<file path="src/rtl/matmul_agu_pkg.sv">
// Shared types for the matmul address generation unit: FSM state encoding
// and operand tags carried on addr_sel.
package matmul_agu_pkg;

    typedef enum logic [2:0] {
        IDLE  = 3'd0,
        GEN_A = 3'd1,
        GEN_B = 3'd2,
        GEN_C = 3'd3,
        DONE  = 3'd4
    } agu_state_t;

    localparam logic [1:0] SEL_A = 2'd0;
    localparam logic [1:0] SEL_B = 2'd1;
    localparam logic [1:0] SEL_C = 2'd2;

endpackage

</file>
<file path="src/rtl/tile_loop_counter.sv">
// Two-level nested address counter: the inner loop walks consecutive elements,
// the outer loop advances a row pointer by a stride. No multipliers involved.
module tile_loop_counter #(
    parameter int ADDR_WIDTH = 32,
    parameter int IDX_WIDTH  = 8
) (
    input  logic                  clk,
    input  logic                  rst,
    input  logic                  load,
    input  logic                  step,
    input  logic [ADDR_WIDTH-1:0] base,
    input  logic [IDX_WIDTH-1:0]  stride,
    input  logic [IDX_WIDTH-1:0]  outer_size,
    input  logic [IDX_WIDTH-1:0]  inner_size,
    output logic [ADDR_WIDTH-1:0] addr,
    output logic                  last
);

    localparam logic [IDX_WIDTH-1:0]  IDX_ONE  = IDX_WIDTH'(1);
    localparam logic [ADDR_WIDTH-1:0] ADDR_ONE = ADDR_WIDTH'(1);

    logic [ADDR_WIDTH-1:0] addr_r;
    logic [ADDR_WIDTH-1:0] row_ptr_r;
    logic [IDX_WIDTH-1:0]  stride_r;
    logic [IDX_WIDTH-1:0]  outer_m1_r;
    logic [IDX_WIDTH-1:0]  inner_m1_r;
    logic [IDX_WIDTH-1:0]  row_r;
    logic [IDX_WIDTH-1:0]  col_r;
    logic                  last_r;

    logic                  col_end_s;
    logic [IDX_WIDTH-1:0]  next_row_s;
    logic [IDX_WIDTH-1:0]  next_col_s;
    logic [ADDR_WIDTH-1:0] next_ptr_s;
    logic [ADDR_WIDTH-1:0] next_addr_s;
    logic                  next_last_s;

    // Next position in the nest; counters compare against size-1 so a
    // size of all-ones never needs a wider counter.
    always_comb begin
        col_end_s   = (col_r == inner_m1_r);
        next_row_s  = row_r;
        next_col_s  = col_r + IDX_ONE;
        next_ptr_s  = row_ptr_r;
        next_addr_s = addr_r + ADDR_ONE;
        if (col_end_s) begin
            next_row_s  = row_r + IDX_ONE;
            next_col_s  = '0;
            next_ptr_s  = row_ptr_r + ADDR_WIDTH'(stride_r);
            next_addr_s = row_ptr_r + ADDR_WIDTH'(stride_r);
        end else begin
            next_row_s  = row_r;
        end
        next_last_s = (next_row_s == outer_m1_r) && (next_col_s == inner_m1_r);
    end

    // Loop state: load restarts the nest at base, step advances one element.
    always_ff @(posedge clk or posedge rst) begin
        if (rst) begin
            addr_r     <= '0;
            row_ptr_r  <= '0;
            stride_r   <= '0;
            outer_m1_r <= '0;
            inner_m1_r <= '0;
            row_r      <= '0;
            col_r      <= '0;
            last_r     <= 1'b0;
        end else if (load) begin
            addr_r     <= base;
            row_ptr_r  <= base;
            stride_r   <= stride;
            outer_m1_r <= outer_size - IDX_ONE;
            inner_m1_r <= inner_size - IDX_ONE;
            row_r      <= '0;
            col_r      <= '0;
            last_r     <= (outer_size == IDX_ONE) && (inner_size == IDX_ONE);
        end else if (step) begin
            addr_r     <= next_addr_s;
            row_ptr_r  <= next_ptr_s;
            row_r      <= next_row_s;
            col_r      <= next_col_s;
            last_r     <= next_last_s;
        end
    end

    assign addr = addr_r;
    assign last = last_r;

endmodule

</file>
<file path="src/rtl/tile_addr_gen.sv">
// Tile address generator: streams A reads, B reads, then C writes for one
// matmul tile over a valid/ready port, using a single reloadable loop counter.
module tile_addr_gen
    import matmul_agu_pkg::*;
#(
    parameter int ADDR_WIDTH = 32,
    parameter int IDX_WIDTH  = 8
) (
    input  logic                  clk,
    input  logic                  rst,
    input  logic                  start_tile,
    output logic                  tile_ready,
    output logic                  tile_done,
    input  logic [ADDR_WIDTH-1:0] baseA_tile,
    input  logic [ADDR_WIDTH-1:0] baseB_tile,
    input  logic [ADDR_WIDTH-1:0] baseC_tile,
    input  logic [IDX_WIDTH-1:0]  eTM,
    input  logic [IDX_WIDTH-1:0]  eTN,
    input  logic [IDX_WIDTH-1:0]  eTK,
    input  logic [IDX_WIDTH-1:0]  K,
    input  logic [IDX_WIDTH-1:0]  N,
    output logic [ADDR_WIDTH-1:0] addr_out,
    output logic [1:0]            addr_sel,
    output logic                  addr_last,
    input  logic                  addr_ready,
    output logic                  addr_valid
);

    agu_state_t            state_r;
    logic [ADDR_WIDTH-1:0] base_b_r;
    logic [ADDR_WIDTH-1:0] base_c_r;
    logic [IDX_WIDTH-1:0]  etm_r;
    logic [IDX_WIDTH-1:0]  etn_r;
    logic [IDX_WIDTH-1:0]  etk_r;
    logic [IDX_WIDTH-1:0]  n_r;
    logic                  addr_valid_r;
    logic [1:0]            addr_sel_r;
    logic                  tile_done_r;
    logic                  tile_ready_r;

    logic                  transfer_s;
    logic                  zero_s;
    logic                  load_s;
    logic                  step_s;
    logic [ADDR_WIDTH-1:0] ld_base_s;
    logic [IDX_WIDTH-1:0]  ld_stride_s;
    logic [IDX_WIDTH-1:0]  ld_outer_s;
    logic [IDX_WIDTH-1:0]  ld_inner_s;
    logic [ADDR_WIDTH-1:0] cnt_addr_s;
    logic                  cnt_last_s;

    assign transfer_s = addr_valid_r && addr_ready;
    assign zero_s     = (eTM == '0) || (eTN == '0) || (eTK == '0);

    // Counter control: the phase-ending transfer reloads the counter for the
    // next operand in the same cycle, so phases run back to back.
    always_comb begin
        load_s      = 1'b0;
        step_s      = 1'b0;
        ld_base_s   = baseA_tile;
        ld_stride_s = K;
        ld_outer_s  = eTM;
        ld_inner_s  = eTK;
        case (state_r)
            IDLE: begin
                if (start_tile && !zero_s) begin
                    load_s = 1'b1;
                end else begin
                    load_s = 1'b0;
                end
            end
            GEN_A: begin
                if (transfer_s && cnt_last_s) begin
                    load_s      = 1'b1;
                    ld_base_s   = base_b_r;
                    ld_stride_s = n_r;
                    ld_outer_s  = etk_r;
                    ld_inner_s  = etn_r;
                end else begin
                    step_s = transfer_s;
                end
            end
            GEN_B: begin
                if (transfer_s && cnt_last_s) begin
                    load_s      = 1'b1;
                    ld_base_s   = base_c_r;
                    ld_stride_s = n_r;
                    ld_outer_s  = etm_r;
                    ld_inner_s  = etn_r;
                end else begin
                    step_s = transfer_s;
                end
            end
            GEN_C: begin
                if (transfer_s && !cnt_last_s) begin
                    step_s = 1'b1;
                end else begin
                    step_s = 1'b0;
                end
            end
            default: begin
                load_s = 1'b0;
                step_s = 1'b0;
            end
        endcase
    end

    tile_loop_counter #(
        .ADDR_WIDTH (ADDR_WIDTH),
        .IDX_WIDTH  (IDX_WIDTH)
    ) u_loop (
        .clk        (clk),
        .rst        (rst),
        .load       (load_s),
        .step       (step_s),
        .base       (ld_base_s),
        .stride     (ld_stride_s),
        .outer_size (ld_outer_s),
        .inner_size (ld_inner_s),
        .addr       (cnt_addr_s),
        .last       (cnt_last_s)
    );

    // Tile sequencing FSM with registered handshake and status outputs.
    always_ff @(posedge clk or posedge rst) begin
        if (rst) begin
            state_r      <= IDLE;
            base_b_r     <= '0;
            base_c_r     <= '0;
            etm_r        <= '0;
            etn_r        <= '0;
            etk_r        <= '0;
            n_r          <= '0;
            addr_valid_r <= 1'b0;
            addr_sel_r   <= SEL_A;
            tile_done_r  <= 1'b0;
            tile_ready_r <= 1'b1;
        end else begin
            case (state_r)
                IDLE: begin
                    tile_done_r <= 1'b0;
                    if (start_tile) begin
                        base_b_r     <= baseB_tile;
                        base_c_r     <= baseC_tile;
                        etm_r        <= eTM;
                        etn_r        <= eTN;
                        etk_r        <= eTK;
                        n_r          <= N;
                        tile_ready_r <= 1'b0;
                        if (zero_s) begin
                            state_r     <= DONE;
                            tile_done_r <= 1'b1;
                        end else begin
                            state_r      <= GEN_A;
                            addr_valid_r <= 1'b1;
                            addr_sel_r   <= SEL_A;
                        end
                    end else begin
                        tile_ready_r <= 1'b1;
                    end
                end
                GEN_A: begin
                    if (transfer_s && cnt_last_s) begin
                        state_r    <= GEN_B;
                        addr_sel_r <= SEL_B;
                    end
                end
                GEN_B: begin
                    if (transfer_s && cnt_last_s) begin
                        state_r    <= GEN_C;
                        addr_sel_r <= SEL_C;
                    end
                end
                GEN_C: begin
                    if (transfer_s && cnt_last_s) begin
                        state_r      <= DONE;
                        addr_valid_r <= 1'b0;
                        tile_done_r  <= 1'b1;
                    end
                end
                DONE: begin
                    state_r      <= IDLE;
                    tile_done_r  <= 1'b0;
                    tile_ready_r <= 1'b1;
                end
                default: begin
                    state_r      <= IDLE;
                    addr_valid_r <= 1'b0;
                    tile_done_r  <= 1'b0;
                    tile_ready_r <= 1'b1;
                end
            endcase
        end
    end

    assign addr_out   = cnt_addr_s;
    assign addr_last  = cnt_last_s;
    assign addr_sel   = addr_sel_r;
    assign addr_valid = addr_valid_r;
    assign tile_done  = tile_done_r;
    assign tile_ready = tile_ready_r;

endmodule

</file>
<file path="config.mk">
export PLATFORM = sky130hd
export DESIGN_NAME = tile_addr_gen
export DESIGN_NICKNAME = d
export VERILOG_FILES = /design/src/rtl/matmul_agu_pkg.sv /design/src/rtl/tile_loop_counter.sv /design/src/rtl/tile_addr_gen.sv
export SDC_FILE = /design/constraint.sdc
export NUM_CORES = 1
export LEC_CHECK = 0
export CAP_MARGIN = 10
export CORE_MARGIN = 10
export CORE_UTILIZATION = 45
export CTS_CLUSTER_DIAMETER = 40
export DETAILED_ROUTE_END_ITERATION = 6
export PLACE_DENSITY = 0.8
export SLEW_MARGIN = 20
export SYNTH_ARGS = -nofsm -noshare
export SYNTH_HDL_FRONTEND = slang
export SYNTH_SLANG_ARGS = --single-unit
export TNS_END_PERCENT = 1
</file>
<file path="constraint.sdc">
create_clock -name clk -period 7.5 [get_ports clk]
set_input_delay 2.25 -clock clk [delete_from_list [all_inputs] [get_ports clk]]
set_output_delay 2.25 -clock clk [all_outputs]
set_load 0.1 [all_outputs]
</file>
# Word-level counts from Yosys, hierarchy flattened
# Index checks and enable logic that the tools add are counted.
dict set report word_totals {
  reg_bits 209
  input_bits 140
  output_inout_bits 38
  elab_cells 118
}
dict set report classes {
  addsub 6
  eq_ne 14
  n_mux 51
  bitwise 2
  reduce_logical 26
}
# cell count
set ops {}
lappend ops {{32-bit two-way mux} 8}
lappend ops {{8-bit two-way mux} 12}
lappend ops {{32-bit one-hot mux with 2 select lines} 1}
lappend ops {{32-bit by 1-bit adder with 32-bit output (second input constant)} 1}
lappend ops {{32-bit by 8-bit adder with 32-bit output} 1}
lappend ops {{8-bit equality test} 3}
lappend ops {{8-bit logical NOT} 3}
lappend ops {{8-bit by 1-bit adder with 8-bit output (second input constant)} 2}
lappend ops {{8-bit by 1-bit equality test with 1-bit output (second input constant)} 2}
lappend ops {{8-bit one-hot mux with 2 select lines} 1}
lappend ops {{8-bit by 1-bit subtractor with 8-bit output (second input constant)} 2}
lappend ops {{3-bit two-way mux} 5}
lappend ops {{1-bit two-way mux} 13}
lappend ops {{3-bit one-hot mux with 4 select lines} 1}
lappend ops {{2-bit inequality test (second input constant)} 5}
lappend ops {{2-bit two-way mux} 4}
lappend ops {{4-bit AND reduction} 2}
lappend ops {{3-bit by 2-bit equality test with 1-bit output (second input constant)} 2}
lappend ops {{1-bit logical AND} 6}
lappend ops {{1-bit one-hot mux with 2 select lines} 3}
lappend ops {{1-bit one-hot mux with 3 select lines} 2}
lappend ops {{2-bit one-hot mux with 3 select lines} 1}
lappend ops {{2-bit AND reduction} 3}
lappend ops {{3-bit OR reduction} 2}
lappend ops {{other kinds (10)} 14}

# Longest topological paths before layout
dict set report logic_depth {
  ltp_word 9
  ltp_mapped 12
  depth_no_buf 9
}

# Cells and area by module
# A second synthesis with hierarchy kept.
dict set report hier_totals {
  cells_unflattened 1288
  area_unflattened_um2 12062.8
}
# mod n_inst cells_each area_per_inst_um2 seq_area_each_um2
set by_module_without_submodules {}
lappend by_module_without_submodules {tile_loop_counter 1 842 7048.0 2627.5}
lappend by_module_without_submodules {tile_addr_gen 1 446 5014.8 2603.7}

# Least setup slack after synthesis
# Ideal clock, no wire load.
dict set report synth_path {
  kind {input-to-reg}
  start {input port eTK[1]}
  end {register u_loop.addr_r[2], in the netlist u_loop.addr[2]}
  setup_time_ns 0.143
  arrival_ns 4.285
  t_required_ns 7.357
  setup_slack_ns 3.072
  stages 8
  path_buffers 1
  cell_sequence {or4_1 -> or4_4 -> and4_4 -> buf_6 -> nor2_8 -> mux2_1 -> o22ai_1 -> a22oi_1}
}
dict set report synth_between {
  elab_chain_len 7
  word_cells_on_any_way 8
  classes_between {mux (3); reduce/logical (5)}
}
# element line_no
set synth_rtl {}
lappend synth_rtl {{from (decl)} tile_addr_gen.sv:19} ;# input logic [IDX_WIDTH-1:0] eTK,
lappend synth_rtl {{8-bit logical NOT (*)} tile_addr_gen.sv:53} ;# assign zero_s = (eTM == '0) || (eTN == '0) || (eTK == '0);
lappend synth_rtl {{1-bit logical OR (*)} tile_addr_gen.sv:53}
lappend synth_rtl {{1-bit logical NOT (*)} tile_addr_gen.sv:66} ;# if (start_tile && !zero_s) begin
lappend synth_rtl {{1-bit logical AND (*)} tile_addr_gen.sv:66}
lappend synth_rtl {{1-bit two-way mux (*)} tile_addr_gen.sv:66}
lappend synth_rtl {{1-bit one-hot mux with 2 select lines (*)} tile_addr_gen.sv:64} ;# case (state_r)
lappend synth_rtl {{32-bit two-way mux / 2-bit nonzero test (equally long branches)} --}
lappend synth_rtl {{to (signal assigned)} tile_loop_counter.sv:69} ;# addr_r <= base;
lappend synth_rtl {{to (signal assigned)} tile_loop_counter.sv:78} ;# addr_r <= next_addr_s;
lappend synth_rtl {{to (decl)} tile_loop_counter.sv:22} ;# logic [ADDR_WIDTH-1:0] addr_r;
# Every way passes the cells marked *; elsewhere a longest branch is shown, timed or not.
# A chain may end at the register's enable or synchronous reset.

# Worst setup path in the final report
dict set report layout_path {
  start {input port eTK[2]}
  end {register u_loop.row_ptr_r[14]}
}
dict set report layout_between {
  elab_chain_len 8
  word_cells_on_any_way 10
  classes_between {mux (3); reduce/logical (7)}
}
# element line_no
set layout_rtl {}
lappend layout_rtl {{8-bit logical NOT (*)} tile_addr_gen.sv:53}
lappend layout_rtl {{1-bit logical OR (*)} tile_addr_gen.sv:53}
lappend layout_rtl {{1-bit logical NOT (*)} tile_addr_gen.sv:66}
lappend layout_rtl {{1-bit logical AND (*)} tile_addr_gen.sv:66}
lappend layout_rtl {{1-bit two-way mux (*)} tile_addr_gen.sv:66}
lappend layout_rtl {{1-bit one-hot mux with 2 select lines (*)} tile_addr_gen.sv:64}
lappend layout_rtl {{2-bit nonzero test (no line)} --}
lappend layout_rtl {{2-bit AND reduction (no line)} --}
lappend layout_rtl {{to (signal assigned)} tile_loop_counter.sv:70} ;# row_ptr_r <= base;
lappend layout_rtl {{to (signal assigned)} tile_loop_counter.sv:79} ;# row_ptr_r <= next_ptr_s;
lappend layout_rtl {{to (decl)} tile_loop_counter.sv:23} ;# logic [ADDR_WIDTH-1:0] row_ptr_r;
# Marks and branches as above.

==> flow_results.org <==
** Floorplanning
- During I/O placement, the number of pins put on the boundary was 178.
- Row generation in the floorplan step produced 59 rows.
- For this configuration, the core starts out at a cell density of 45.9%.
- Die height :: 183 microns
- Core box area :: 26,100 sq um
- The die covers 33,600 sq um.
- Width of the chip :: 183 microns

** Timing
- For the final database, setup skew stands at 23.8 ps.
- Total of endpoints with negative setup slack in the final report :: 0
- For the pin with the worst max-slew slack, the measured transition is 1000 ps.
- The worst pin sits at a relative slew slack of 33.0%.
- Hold is met by 487 ps.
- The number of pins exceeding their max-slew limit in the final report was 0.
- Final critical-path share of the clock period :: 67.1%
- For this run, the top clock speed supported by timing is 199 MHz.
- The final hold violation count was 0.
- Unrepaired setup endpoints after global routing :: false
- Total Negative Setup Slacks :: 0 ps
- Setup slack closes at 2460 ps.
- The worst path in the final design needs a cycle of 5040 ps, including I/O delays and setup.

** Clock network
- Buffers inserted during clock tree synthesis total 36.
- The tree is rooted in a sky130_fd_sc_hd__clkbuf_16.
- Skew-Pair Late Insertion Delay :: 510 ps
- TritonCTS clock tree :: built
- Largest buffer count on any clock path :: 3
- The number of setup buffers added after CTS is 0.
- Sinks on Clock Net :: 209
- The H-tree generated during clock tree synthesis spans 2 levels.
- # resized after CTS :: 0
- After clock tree synthesis, the flow added hold-fix buffers numbering 0.
- Clock-pin slew was measured on the worst setup and hold paths at 50 ps.

** Synthesis
- Dividing the synthesized area by the synthesized cell count gives 9.68 sq um.
- Asr flop ratio synth :: 100%
- Counting flops and latches in the post-synthesis netlist gives 209.
- Among all flip-flop cells after synthesis, the most frequent one is sky130_fd_sc_hd__dfrtp_1.
- Instance count of the mapped netlist :: 1,239
- The Yosys step of the flow raised 0 warnings.
- Summed over all instances, the cell type with the most area after synthesis is sky130_fd_sc_hd__dfrtp_1.
- Yosys mapped a number of flops with a built-in enable equal to 0.
- Synthesized Nets :: 1,395
- Count of distinct cell types in the synthesized netlist :: 76
- In this run the cell area of the synthesized design comes to 12,000 sq um.
- Area share of the largest cell type after synthesis :: 43.4%
- Proportion of synthesized chip area in sequential cells :: 43.6%
- Cells taking the most area after synthesis :: sky130_fd_sc_hd__dfrtp_1 (43%), sky130_fd_sc_hd__mux2_2 (9.2%), sky130_fd_sc_hd__nand2_1 (3.5%)

** Power
- Sw power :: 1.60 mW
- VDD sags by at most 0.164 mV.
- Leakage Power :: 6.18 nW
- Switching part of the total power :: 37.0%
- In this run, the combinational gates consume 29.2% of the power.
- Cell internal pwr :: 2.72 mW
- Total power for the finished layout comes to 4.31 mW.
- Per report_power, the clock group accounts for 36.0% of the total.
- Cell Pwr Density :: 284 nW/um^2
- Sequential cell fraction of total power :: 34.9%

** Worst setup path
- For flop-to-flop paths, the worst setup slack is 4220 ps.
- Data arrives at the worst endpoint at 5400 ps.
- Cells along the critical path :: clkdlybuf4s50_1 > or4_1 > or4_4 > and4_4 > nor3_4 > buf_4 > nor2_1 > buf_4 > a41oi_1 > o21ai_0
- STA puts the critical path data required time at 7860 ps.
- Measured in cells, the most critical reg-to-reg path has a length of 9.
- Kind of capture point of the worst setup path :: register
- The critical path is of the in2reg type.
- Slowest CP cell :: sky130_fd_sc_hd__or4_1
- The cell that appears most often on the critical path is sky130_fd_sc_hd__buf_4.
- Type of element launching the critical path :: input port
- Of all nets on the critical path, the largest fanout is 31.
- Largest stage delay on the critical path :: 520 ps

** Global route
- Initial antenna violation count :: 2
- Global Route Usage Sum :: 22.4%
- The via count of the first global-routing pass is 10,800.
- Largest net degree at the start of global routing :: 191
- The first global-routing pass estimated 61,000 microns of wire.
- Overflow after GRT :: 0

** Drt
- Mean number of vias per cell :: 6.26
- The detailed router placed 11,000 vias in this run.
- Number of violations reported at the end of detailed-routing iteration 0 :: 1,425
- First-pass DRT Iterations :: 6
- The routed design has 38,800 microns of wire.
- WL/cell :: 22.1 microns
- Number of DRC violations after detailed routing :: 0
- Number of nets with antenna violations after detailed routing :: 0

** Cells and area
- Final antenna diode count :: 0
- Of the cells placed in the final design, the portion with a size suffix greater than 1 is 14.1%.
- The final layout contains 1,556 nets.
- The library cells used most frequently in the layout, excluding fill and tap cells, are sky130_fd_sc_hd__dfrtp_1 (208), sky130_fd_sc_hd__clkdlybuf4s50_1 (177), sky130_fd_sc_hd__nand2_1 (111).
- From synthesis to final layout, the design area changed by 26.7%.
- Once layout is complete, the utilization of the core stands at 58.1%.
- After filler insertion, the fill cell instance count of the layout stands at 2,236.
- Commonest non-fill, non-tap cell in the layout :: sky130_fd_sc_hd__dfrtp_1

** Place
- Sum of net half-perimeters after detailed placement :: 27,600 microns
- The count of buffers added on input and output ports is 177.
- Routability congestion estimate from global placement :: 0.965
- Post-placement worst setup slack :: 1990 ps

** Hold path
- Hold/Removal Path Class :: reg2reg
- The worst hold path was traced through 2 stages.

** Outcome
- The run finished with clean final reports.

** Job
- Max-cap violations :: 0
power by group through the flow:
stage / logic (mW) / clock network (mW) / registers [mW]
4_1_cts: 1.25 / 1.57 / 1.50
5_1_grt: 1.35 / 1.62 / 1.53
3_5_place_dp: 1.24 / 0 / 1.51
2_1_floorplan: 0.560 / 0 / 1.80
6_report: 1.26 / 1.55 / 1.50
3_3_place_gp: 1.22 / 0 / 1.50
path summary, 6_finish.rpt:
path,end,from
hold reg to reg,u_loop.row_ptr_r[3],u_loop.row_ptr_r[3]
setup / recovery,u_loop.row_ptr_r[14],eTK[2]
setup reg to reg,u_loop.row_ptr_r[27],state_r[2]
hold / removal,u_loop.row_ptr_r[3],u_loop.row_ptr_r[3]
min in group asynchronous,etn_r[3],rst
max in group asynchronous,u_loop.row_ptr_r[9],rst
stage by stage:
step / cells / area [sq um]
floorplan: 1239 / 12000
global placement: 1696 / 14000
detailed placement: 1696 / 14000
CTS: 1755 / 15200
global route: 1756 / 15200
finish: 1756 / 15200
cell usage after synthesis (5+ instances only):
| library cell | count |
|---|---|
| sky130_fd_sc_hd__xor2_1 | 25 |
| sky130_fd_sc_hd__nor2_1 | 100 |
| sky130_fd_sc_hd__nor4_1 | 11 |
| sky130_fd_sc_hd__mux2_2 | 98 |
| sky130_fd_sc_hd__o21a_1 | 10 |
| sky130_fd_sc_hd__a21o_1 | 5 |
| sky130_fd_sc_hd__o22ai_1 | 10 |
| sky130_fd_sc_hd__and3_1 | 31 |
| sky130_fd_sc_hd__mux2i_1 | 12 |
| sky130_fd_sc_hd__dfrtp_1 | 208 |
| sky130_fd_sc_hd__o31ai_1 | 9 |
| sky130_fd_sc_hd__o211ai_1 | 8 |
| sky130_fd_sc_hd__buf_1 | 10 |
| sky130_fd_sc_hd__xnor2_1 | 46 |
| sky130_fd_sc_hd__nand4_1 | 25 |
| sky130_fd_sc_hd__a22oi_1 | 38 |
| sky130_fd_sc_hd__buf_6 | 5 |
| sky130_fd_sc_hd__inv_1 | 18 |
| sky130_fd_sc_hd__a221oi_1 | 7 |
| sky130_fd_sc_hd__a211oi_1 | 8 |
| sky130_fd_sc_hd__nand2_1 | 112 |
| sky130_fd_sc_hd__a311oi_1 | 6 |
| sky130_fd_sc_hd__o22a_1 | 9 |
| sky130_fd_sc_hd__nand3_1 | 46 |
| sky130_fd_sc_hd__nand2b_1 | 6 |
| sky130_fd_sc_hd__nor3_1 | 16 |
| sky130_fd_sc_hd__o21ai_0 | 68 |
| sky130_fd_sc_hd__o2bb2ai_1 | 5 |
| sky130_fd_sc_hd__clkbuf_1 | 39 |
| sky130_fd_sc_hd__a221o_1 | 5 |
| sky130_fd_sc_hd__buf_2 | 18 |
| sky130_fd_sc_hd__and2_1 | 6 |
| sky130_fd_sc_hd__a211o_1 | 5 |
| sky130_fd_sc_hd__a21oi_1 | 83 |
| sky130_fd_sc_hd__and4_1 | 8 |
| sky130_fd_sc_hd__ha_1 | 15 |
| sky130_fd_sc_hd__a31oi_1 | 23 |
| sky130_fd_sc_hd__a22o_1 | 14 |
| sky130_fd_sc_hd__or3_1 | 8 |
registers in the layout, summed over array words and instances (netlist names), 2 cells and up:
name               flops
u_loop.outer_m1_r      8
u_loop.row_r           8
u_loop.inner_m1_r      8
state_r                3
u_loop.row_ptr_r      32
n_r                    8
u_loop.stride_r        8
u_loop.addr           32
u_loop.col_r           8
addr_sel               2
base_c_r              32
etk_r                  8
etm_r                  8
base_b_r              32
etn_r                  8
per-layer routing:
| metal | vias up | wire [microns] | global-route usage (%) |
|---|---|---|---|
| met2 | 585 | 17500 | 34.4 |
| met1 | 5376 | 16100 | 29.8 |
| met3 | 91 | 4100 | 6.48 |
| met4 | 4 | 1070 | 7.51 |
| li1 | 4928 | - | - |
| met5 | - | 24 | 0 |
critical path, delay by kind of cell:
kind / cells / cell delay, ps
AOI/OAI and AO/OA: 2 / 310
buffers and inverters: 3 / 1120
and+or+nand+nor: 5 / 1700
logic make-up after synthesis:
kind of cell    synth area share, %
mux                            10.3
flops                          43.6
xor+xnor                       5.38
simple gates                   16.3
fa+ha+maj                      1.73
buf+inv                        3.38
compound gates                 19.3
area by class of cell:
type / count / area, sq um / area share, %
multi-input combinational: 939 / 6390 / 42.0
sequential: 209 / 5230 / 34.4
timing repair buffer: 196 / 1950 / 12.8
clock inverter: 17 / 165 / 1.09
inverter: 18 / 71.3 / 0.469
tap: 335 / 419 / 2.76
clock buffer: 42 / 973 / 6.41
No activity file was read; power rests on OpenSTA's default activity.
